### src/rtl/regfile_read_arbiter_if.sv
// -----------------------------------------------------------------------------
// regfile_read_arbiter_if
// Bundles the request, read-mux and response signals of regfile_read_arbiter.
//
//   req_valid [NREQ]      per-requester read request
//   req_addr  [NREQ*AW]   packed addresses, requester i at [i*AW +: AW]
//   req_ready [NREQ]      one-hot accept pulse (combinational)
//   mux_sel   [AW]        registered select into the register-file read mux
//   mux_data  [DW]        read mux output, combinational from mux_sel
//   rsp_valid             response data valid
//   rsp_data  [DW]        captured register value
//   rsp_id    [IDW]       requester that owns the response
//   rsp_ready             response consumer accepts
//   busy                  arbiter FSM is not idle
//
// slave  : arbiter side
// master : requesters, response consumer and read-mux side
// -----------------------------------------------------------------------------
interface regfile_read_arbiter_if #(
   parameter int NREQ = 4,
   parameter int DW   = 32,
   parameter int AW   = 4,
   parameter int IDW  = 2
);
   logic [NREQ-1:0]    req_valid;
   logic [NREQ*AW-1:0] req_addr;
   logic [NREQ-1:0]    req_ready;
   logic [AW-1:0]      mux_sel;
   logic [DW-1:0]      mux_data;
   logic               rsp_valid;
   logic [DW-1:0]      rsp_data;
   logic [IDW-1:0]     rsp_id;
   logic               rsp_ready;
   logic               busy;

   modport slave (
      input  req_valid, req_addr, mux_data, rsp_ready,
      output req_ready, mux_sel, rsp_valid, rsp_data, rsp_id, busy
   );

   modport master (
      output req_valid, req_addr, mux_data, rsp_ready,
      input  req_ready, mux_sel, rsp_valid, rsp_data, rsp_id, busy
   );
endinterface

### src/rtl/regfile_read_arbiter.sv
// -----------------------------------------------------------------------------
// regfile_read_arbiter
// Shares one register-file read port (16:1 read mux) among NREQ requesters.
// A winner is chosen in IDLE, its address is registered onto mux_sel, the mux
// output is captured one cycle later and returned with a valid/ready response.
//
// Ports:
//   clk    system clock, all state on the rising edge
//   reset  synchronous, active-high reset
//   bus    regfile_read_arbiter_if.slave (request, read mux, response, busy)
//
// Parameters: NREQ (2..8), DW, AW, IDW (2**IDW >= NREQ).
//
// Build option:
//   RFARB_FIXED_PRIO_EN  defined   -> fixed priority, lowest index wins, no
//                                     round-robin pointer.
//                        undefined -> round-robin (default).
// -----------------------------------------------------------------------------
module regfile_read_arbiter #(
   parameter int NREQ = 4,
   parameter int DW   = 32,
   parameter int AW   = 4,
   parameter int IDW  = 2
) (
   input  logic                   clk,
   input  logic                   reset,
   regfile_read_arbiter_if.slave  bus
);

   typedef enum logic [1:0] {
      IDLE = 2'd0,
      READ = 2'd1,
      RESP = 2'd2
   } state_t;

   state_t          state_q;
   logic [AW-1:0]   mux_sel_q;
   logic            rsp_valid_q;
   logic [DW-1:0]   rsp_data_q;
   logic [IDW-1:0]  rsp_id_q;
   logic            busy_q;

   // Lowest-index valid requester; this is the whole decision in fixed
   // priority and the wrap-around half of the round-robin search.
   logic            found_lo;
   logic [IDW-1:0]  id_lo;
   logic [NREQ-1:0] oh_lo;

   logic            any_valid;
   logic [IDW-1:0]  win_id;
   logic [NREQ-1:0] win_oh;
   logic [AW-1:0]   win_addr;
   logic            accept;

   always_comb begin
      found_lo = 1'b0;
      id_lo    = '0;
      oh_lo    = '0;
      for (int i = 0; i < NREQ; i++) begin
         if (!found_lo && bus.req_valid[i]) begin
            found_lo = 1'b1;
            id_lo    = IDW'(i);
            oh_lo[i] = 1'b1;
         end
      end
   end

`ifdef RFARB_FIXED_PRIO_EN
   assign any_valid = found_lo;
   assign win_id    = id_lo;
   assign win_oh    = oh_lo;
`else
   // Round-robin pointer: index of the requester served most recently.
   logic [IDW-1:0]  last_q;
   logic            found_hi;
   logic [IDW-1:0]  id_hi;
   logic [NREQ-1:0] oh_hi;

   // Search above the pointer first; if nothing is valid there, the
   // lowest-index search provides the wrapped winner.
   always_comb begin
      found_hi = 1'b0;
      id_hi    = '0;
      oh_hi    = '0;
      for (int i = 0; i < NREQ; i++) begin
         if (!found_hi && bus.req_valid[i] && (i > int'(last_q))) begin
            found_hi = 1'b1;
            id_hi    = IDW'(i);
            oh_hi[i] = 1'b1;
         end
      end
   end

   assign any_valid = found_hi | found_lo;
   assign win_id    = found_hi ? id_hi : id_lo;
   assign win_oh    = found_hi ? oh_hi : oh_lo;
`endif

   // win_oh is one-hot (or zero), so OR-ing the masked fields selects one address.
   always_comb begin
      win_addr = '0;
      for (int i = 0; i < NREQ; i++) begin
         if (win_oh[i]) begin
            win_addr = win_addr | bus.req_addr[i*AW +: AW];
         end
      end
   end

   assign accept        = (state_q == IDLE) && any_valid && !reset;
   assign bus.req_ready = accept ? win_oh : '0;

   always_ff @(posedge clk) begin
      if (reset) begin
         state_q     <= IDLE;
         mux_sel_q   <= '0;
         rsp_valid_q <= 1'b0;
         rsp_data_q  <= '0;
         rsp_id_q    <= '0;
         busy_q      <= 1'b0;
`ifndef RFARB_FIXED_PRIO_EN
         last_q      <= IDW'(NREQ - 1);
`endif
      end else begin
         case (state_q)
            // Grant: drive the winner's address into the read mux.
            IDLE: begin
               if (any_valid) begin
                  mux_sel_q <= win_addr;
                  rsp_id_q  <= win_id;
                  busy_q    <= 1'b1;
                  state_q   <= READ;
               end
            end
            // Mux output is settled from the registered select; capture it.
            READ: begin
               rsp_data_q  <= bus.mux_data;
               rsp_valid_q <= 1'b1;
               state_q     <= RESP;
            end
            // Hold the response until the consumer takes it; the pointer
            // moves only here, on completion.
            RESP: begin
               if (bus.rsp_ready) begin
                  rsp_valid_q <= 1'b0;
                  busy_q      <= 1'b0;
                  state_q     <= IDLE;
`ifndef RFARB_FIXED_PRIO_EN
                  last_q      <= rsp_id_q;
`endif
               end
            end
            default: begin
               state_q     <= IDLE;
               rsp_valid_q <= 1'b0;
               busy_q      <= 1'b0;
            end
         endcase
      end
   end

   assign bus.mux_sel   = mux_sel_q;
   assign bus.rsp_valid = rsp_valid_q;
   assign bus.rsp_data  = rsp_data_q;
   assign bus.rsp_id    = rsp_id_q;
   assign bus.busy      = busy_q;

endmodule

### src/flat_wrapper.sv
// flat-port wrapper written by rule: the top's interface ports become plain ports
module regfile_read_arbiter_flat 
#(
   parameter int NREQ = 4,
   parameter int DW   = 32,
   parameter int AW   = 4,
   parameter int IDW  = 2
)
  (clk, reset, bus_req_valid, bus_req_addr, bus_mux_data, bus_rsp_ready, bus_req_ready, bus_mux_sel, bus_rsp_valid, bus_rsp_data, bus_rsp_id, bus_busy);
  regfile_read_arbiter_if #(.NREQ(NREQ), .DW(DW), .AW(AW), .IDW(IDW)) bus_i ();
  input  logic clk;
  input  logic reset;
  input wire logic [$bits(bus_i.req_valid)-1:0] bus_req_valid;
  input wire logic [$bits(bus_i.req_addr)-1:0] bus_req_addr;
  input wire logic [$bits(bus_i.mux_data)-1:0] bus_mux_data;
  input wire logic [$bits(bus_i.rsp_ready)-1:0] bus_rsp_ready;
  output wire logic [$bits(bus_i.req_ready)-1:0] bus_req_ready;
  output wire logic [$bits(bus_i.mux_sel)-1:0] bus_mux_sel;
  output wire logic [$bits(bus_i.rsp_valid)-1:0] bus_rsp_valid;
  output wire logic [$bits(bus_i.rsp_data)-1:0] bus_rsp_data;
  output wire logic [$bits(bus_i.rsp_id)-1:0] bus_rsp_id;
  output wire logic [$bits(bus_i.busy)-1:0] bus_busy;
  assign bus_i.req_valid = bus_req_valid;
  assign bus_i.req_addr = bus_req_addr;
  assign bus_i.mux_data = bus_mux_data;
  assign bus_i.rsp_ready = bus_rsp_ready;
  assign bus_req_ready = bus_i.req_ready;
  assign bus_mux_sel = bus_i.mux_sel;
  assign bus_rsp_valid = bus_i.rsp_valid;
  assign bus_rsp_data = bus_i.rsp_data;
  assign bus_rsp_id = bus_i.rsp_id;
  assign bus_busy = bus_i.busy;
  regfile_read_arbiter #(.NREQ(NREQ), .DW(DW), .AW(AW), .IDW(IDW)) u_core (.clk(clk), .reset(reset), .bus(bus_i));
endmodule
### config.mk
export PLATFORM = sky130hd
export DESIGN_NAME = regfile_read_arbiter_flat
export DESIGN_NICKNAME = d
export VERILOG_FILES = /design/src/rtl/regfile_read_arbiter_if.sv /design/src/rtl/regfile_read_arbiter.sv /design/src/flat_wrapper.sv
export SDC_FILE = /design/constraint.sdc
export NUM_CORES = 1
export LEC_CHECK = 0
export CORE_MARGIN = 2
export CORE_UTILIZATION = 42
export DETAILED_ROUTE_END_ITERATION = 7
export PLACE_DENSITY = 0.84
export SLEW_MARGIN = 5
export SYNTH_ARGS = -nofsm -noshare
export SYNTH_HDL_FRONTEND = slang
export SYNTH_SLANG_ARGS = --single-unit
### constraint.sdc
create_clock -name clk -period 2.2 [get_ports clk]
set_input_delay 0.22 -clock clk [delete_from_list [all_inputs] [get_ports clk]]
set_output_delay 0.22 -clock clk [all_outputs]
set_load 0.02 [all_outputs]
# [Word level (Yosys, flattened, before mapping)]
# Index checks and enable logic that the tools add are counted.
[totals] regBits=44 latchBits=0 ram_bits=0 mem_bits_ro=0 memories=0
[op_classes] add_sub_neg=0 multipliers=0 div_mod_pow=0 magnitude_cmp=3 n_eq_ne=4 shifts=0 n_mux=32 bitwise_logic=6 n_reduce_logical=22
[ops] op="2-to-1 mux 4 bit" count=6
[ops] op="2-to-1 mux 1 bit" count=16
[ops] op="2-to-1 mux 2 bit" count=7
[ops] op="bitwise OR 4 bit" count=3
[ops] op="logical AND 1 bit" count=10
[ops] op="AND reduction 2 bit" count=4
[ops] op="zero test 1 bit" count=6
[ops] op="case mux 1 bit (3 select lines)" count=2
[ops] op="case mux 2 bit (3 select lines)" count=1
[ops] op="greater-than comparator 2 bit, first input constant" count=2
[ops] op="AND reduction 3 bit" count=1
[ops] op="== test 2 x 1 -> 1 bit, second input constant" count=1
[ops] op="== test 2 bit, second input constant" count=1
[ops] op="greater-than comparator 1 x 2 -> 1 bit, first input constant" count=1
[ops] op="zero test 2 bit" count=1
[ops] op="!= test 2 x 1 -> 1 bit, second input constant" count=1
[ops] op="!= test 2 bit, second input constant" count=1
[ops] op="inverter 1 bit" count=2
[ops] op="bitwise OR 1 bit" count=1

# [Longest topological paths before layout]
[logic_depth] ltp_word=19 ltp_mapped=5 depth_no_buf=4

# [Worst setup path after synthesis]
# No wires, ideal clock.
[synth_timing] kind="register to output" startpoint="register u_core.state_q[1]" endpoint="output bus_req_ready[2]" t_arrival_ns=1.351 slack_ns=0.629 stages_incl_launch_ff=4 n_path_buf=1 cell_sequence="dfxtp_1 -> or3_1 -> buf_4 -> nor3_1"
[synth_between] elab_chain_len=4
[synth_rtl] element="start: declaration" line="regfile_read_arbiter.sv:36" rtl="state_t state_q;"
[synth_rtl] element="start signal: assignment" line="regfile_read_arbiter.sv:114" rtl="state_q <= IDLE;"
[synth_rtl] element="start signal: assignment" line="regfile_read_arbiter.sv:131" rtl="state_q <= READ;"
[synth_rtl] element="start signal: assignment" line="regfile_read_arbiter.sv:138" rtl="state_q <= RESP;"
[synth_rtl] element="zero test 2 bit" line="regfile_read_arbiter.sv:109" rtl="assign accept = (state_q == IDLE) && any_valid && !reset;"
[synth_rtl] element="logical AND 1 bit (2 in a row)" line="regfile_read_arbiter.sv:109"
[synth_rtl] element="2-to-1 mux 4 bit" line="regfile_read_arbiter.sv:110" rtl="assign bus.req_ready = accept ? win_oh : '0;"
[synth_rtl] element="end: declaration" line="flat_wrapper.sv:17" rtl="output wire logic [$bits(bus_i.req_ready)-1:0] bus_req_ready;"
# No other way between the ends.

# [Final worst setup path]
[layout_timing] startpoint="input bus_req_valid[3]" endpoint="output bus_req_ready[1]"
[layout_between] elab_chain_len=7 elab_cells_between_ends=10 classes_between="4 x mux; 1 x bitwise; 5 x reduce/logical"
[layout_rtl] element="start: declaration" line="flat_wrapper.sv:13" rtl="input wire logic [$bits(bus_i.req_valid)-1:0] bus_req_valid;"
[layout_rtl] element="logical AND 1 bit (2 in a row)" line="regfile_read_arbiter.sv:86" rtl="if (!found_hi && bus.req_valid[i] && (i > int'(last_q))) begin"
[layout_rtl] element="2-to-1 mux 1 bit" line="regfile_read_arbiter.sv:86"
[layout_rtl] element="bitwise OR 1 bit" line="regfile_read_arbiter.sv:94" rtl="assign any_valid = found_hi | found_lo;"
[layout_rtl] element="logical AND 1 bit (2 in a row)" line="regfile_read_arbiter.sv:109"
[layout_rtl] element="2-to-1 mux 4 bit (*)" line="regfile_read_arbiter.sv:110"
# Mark *: on every way between the ends. The rest lies on a longest branch, timed or not.

==> metrics <==
outcome=completed; worst-skew pair later-pin latency=between 0.2 and 0.3 ns; Placed Area=between 2000 and 3000 um^2; count of final hold-check violations=0; Yosys reg bits=44; Min Hold Slack=approximately 0.45 ns; Pleak=between 1 and 1.5 nW; die height=about 72 um; CTS tree=done; CP max stage cell=clkdlybuf4s50_1; Seq pwr share=between 40% and 50%; switching part of the total=between 20 and 30%; hold buffer count at cts=0; routed wire length=between 5 and 6 mm; setup violators final=0; worst reg2reg path endpoint=u_core.bus.mux_sel[0]$_SDFFE_PP0N_; nets@finish=between 300 and 400; global route overflow=0; mapped cell area=1910 um^2; worst setup margin=0.109 ns; syn nets=slightly below 300; post-route cell area=a little over 3000 um^2; skew final=between 0.004 and 0.005 ns; Pre-Repair DR Iteration Count=4; Max Fanout on Critical Path=4; largest area contributor in the netlist=dfxtp_1; f_max=0.478 GHz; CP cell instances=clkdlybuf4s50_1 > nor4_1 > or3_1 > nor2_2 > and3_2 > dlygate4sd2_1; vias post-DR=roughly 2000; H-tree Lvls=2; Worst VDD drop=~400 uV; Die X=~70 um; die area=5110 um^2; setup TNS=0 ns; Initial Util=about 44%; Worst-Margin Slew=0.708 ns; critical path type=primary input to output port; Synth area leaders=dfxtp_1 46%, nand2_1 14%, a21oi_1 9.2%, a211oi_1 4.7%, nor2_1 2.2%; RSZ-0062 raised after global routing=false; DR DRC count=0; vias in the first global route=between 1500 and 2000; DP Worst Slack=-0.0980 ns; Synth top area share=46.0%; Synth cell types=34; IO Pins=99; aggregate global-route resource usage=a little over a fifth; Port Buf Inserts=slightly below 100; Final Power=approximately 2.1 mW; CTS Buffer Depth=2; Hold Path Sink=u_core.bus.rsp_data[25]$_SDFFE_PP0P_; clock group share of total power=between 30% and 40%; critical path data arrival time=roughly 1.9 ns; Period minus WS final=2.09 ns; Layout area overhead=62.5%; Ant. Diodes=0; Syn Inst Count=240; clk sinks=44; DR vias/cell=slightly above 5; slowest stage delay, CP=0.42 ns; largest net degree at the start of global routing=between 40 and 50; max-slew violations=0; GP Congestion=0.841; P_int=1.53 mW; drt wl/cell=13.6 um; Hold WC Path Type=flop to flop; Core ar.=4380 um^2; worst r2r src=u_core.last_q[0]$_SDFFE_PP1P_; Max Cap Viol=0; initial antenna violation count=0; first-pass GRT wire length=just under 9 mm; Yosys warning count=0; # rows=24; hold path depth=2; P_sw=between 600 and 700 uW; crit start category=primary input; WP data required=1.98 ns; register area share after synthesis=46.0%; Max-slew headroom=~52%; CP endpoint kind=output port; Syn Area/Cell=7.98 um^2; reg-to-reg slack, setup=roughly 0.63 ns; hold path start=u_core.bus.rsp_data[25]$_SDFFE_PP0P_; total CTS buffers=5; layout cells sized above 1=~11%; PwrDens=around 690 nW/um^2; dpl hpwl=about 4 mm; fillcell total=slightly below 400; cells on worst reg2reg path=5; clk root buf=clkbuf_8; clock slew at reported path FFs=~0.080 ns; fin crit share=a little over nine tenths; initial DRC count=between 100 and 150; combinational power share=between 20% and 30%; post-route ant nets=0
==> placed cells by master (no fill, tap or decap), types with 2 or more instances in the layout <==
| cell type | instances |
|---|---|
| a211oi_1 | 12 |
| a21oi_1 | 35 |
| a32oi_1 | 4 |
| and2_2 | 4 |
| and3_1 | 4 |
| buf_4 | 17 |
| clkbuf_8 | 6 |
| clkdlybuf4s50_1 | 94 |
| dfxtp_1 | 43 |
| dlygate4sd2_1 | 4 |
| nand2_1 | 72 |
| nand2b_1 | 5 |
| nand3b_1 | 2 |
| nor2_1 | 11 |
| nor2b_1 | 3 |
| nor2b_2 | 2 |
| nor3_1 | 5 |
| o21ai_0 | 2 |
| o21bai_1 | 2 |
==> layer usage <==
layer  vias up  global-route usage [%]  wire length, um
li1       1024                       -                -
met1       934                    26.0             2170
met2        74                    37.1             2730
met3        16                    3.38              306
met4         0                    11.9              208
met5         -                       0                0
==> area by class of cell <==
cell class                 count  area [um^2]  area share, %
clock buffer                   6         82.6           2.65
inverter                       1         3.75          0.121
clock inverter                 2         38.8           1.25
multi-input combinational    177          936           30.1
tap                           52         65.1           2.09
timing repair buffer         115         1100           35.5
sequential                    44          882           28.3
==> synthesized netlist by cell type, drive strengths merged <==
cell,count
or3,2
o21ai,2
a32oi,4
a21oi,35
nand2,72
and2,4
mux2i,1
nand3b,2
nor2,12
o22ai,1
a221o,1
o21a,1
nand2b,5
a311oi,1
a211oi,13
dfxtp,44
and4,1
inv,1
o21bai,2
clkbuf,9
a21o,1
o221ai,1
nor2b,5
nor4,1
nor3,5
and3,5
buf,9
==> through the flow <==
step	util, %	cells
3_5_place_dp	68.3	389
5_1_grt	71.0	397
2_1_floorplan	-	240
3_3_place_gp	68.3	389
4_1_cts	71.0	397
6_report	71.0	397
==> worst max-delay path by stage <==
| stage | slack, ns | endpoint | startpoint |
|---|---|---|---|
| 5_1_grt | 0.05 | bus_req_ready[1] | bus_req_valid[0] |
| 2_1_floorplan | 0.63 | bus_req_ready[2] | u_core.state_q[1]$_SDFFE_PP0P_ |
| 3_5_place_dp | -0.1 | bus_req_ready[0] | bus_req_valid[2] |
| 4_1_cts | 0.14 | bus_req_ready[1] | bus_req_valid[3] |
| 6_report | 0.11 | bus_req_ready[1] | bus_req_valid[3] |
| 3_3_place_gp | -0.08 | bus_req_ready[0] | bus_req_valid[0] |
==> critical path: cells and delay by family <==
| kind | cells | cell delay (ns) |
|---|---|---|
| and+or+nand+nor | 4 | 0.92 |
| buffers and inverters | 2 | 0.73 |
==> repair_timing <==
item / in CTS / in global routing
setup buffers: 0 / 0
hold endpoints to repair: 0 / 0
setup endpoints to repair: 4 / 0
resized for setup: 5 / 0
==> power groups by stage <==
stage	sequential (mW)	clock (mW)	combinational, mW
after floorplan	0.999	0	0.216
after global placement	0.925	0	0.581
after detailed placement	0.928	0	0.586
after CTS	0.910	0.665	0.587
after global routing	0.919	0.693	0.631
final	0.910	0.645	0.582
==> cells by family (layout without fill, tap and decap cells) <==
logic type / Yosys count / count (layout) / synth area share [%]
and+or+nand+nor: 114 / 114 / 27.1
AOI/OAI and AO/OA: 62 / 62 / 21.2
DFF: 44 / 44 / 46.0
buffers and inverters: 19 / 124 / 5.23
muxes: 1 / 1 / 0.523
==> registers in the layout (all words and copies together), names as in the netlist <==
name                  count
u_core.bus.busy           1
u_core.bus.rsp_valid      1
u_core.bus.rsp_data      32
u_core.last_q             2
u_core.bus.mux_sel        4
u_core.bus.rsp_id         2
u_core.state_q            2
No activity file was read; power rests on OpenSTA's default activity.
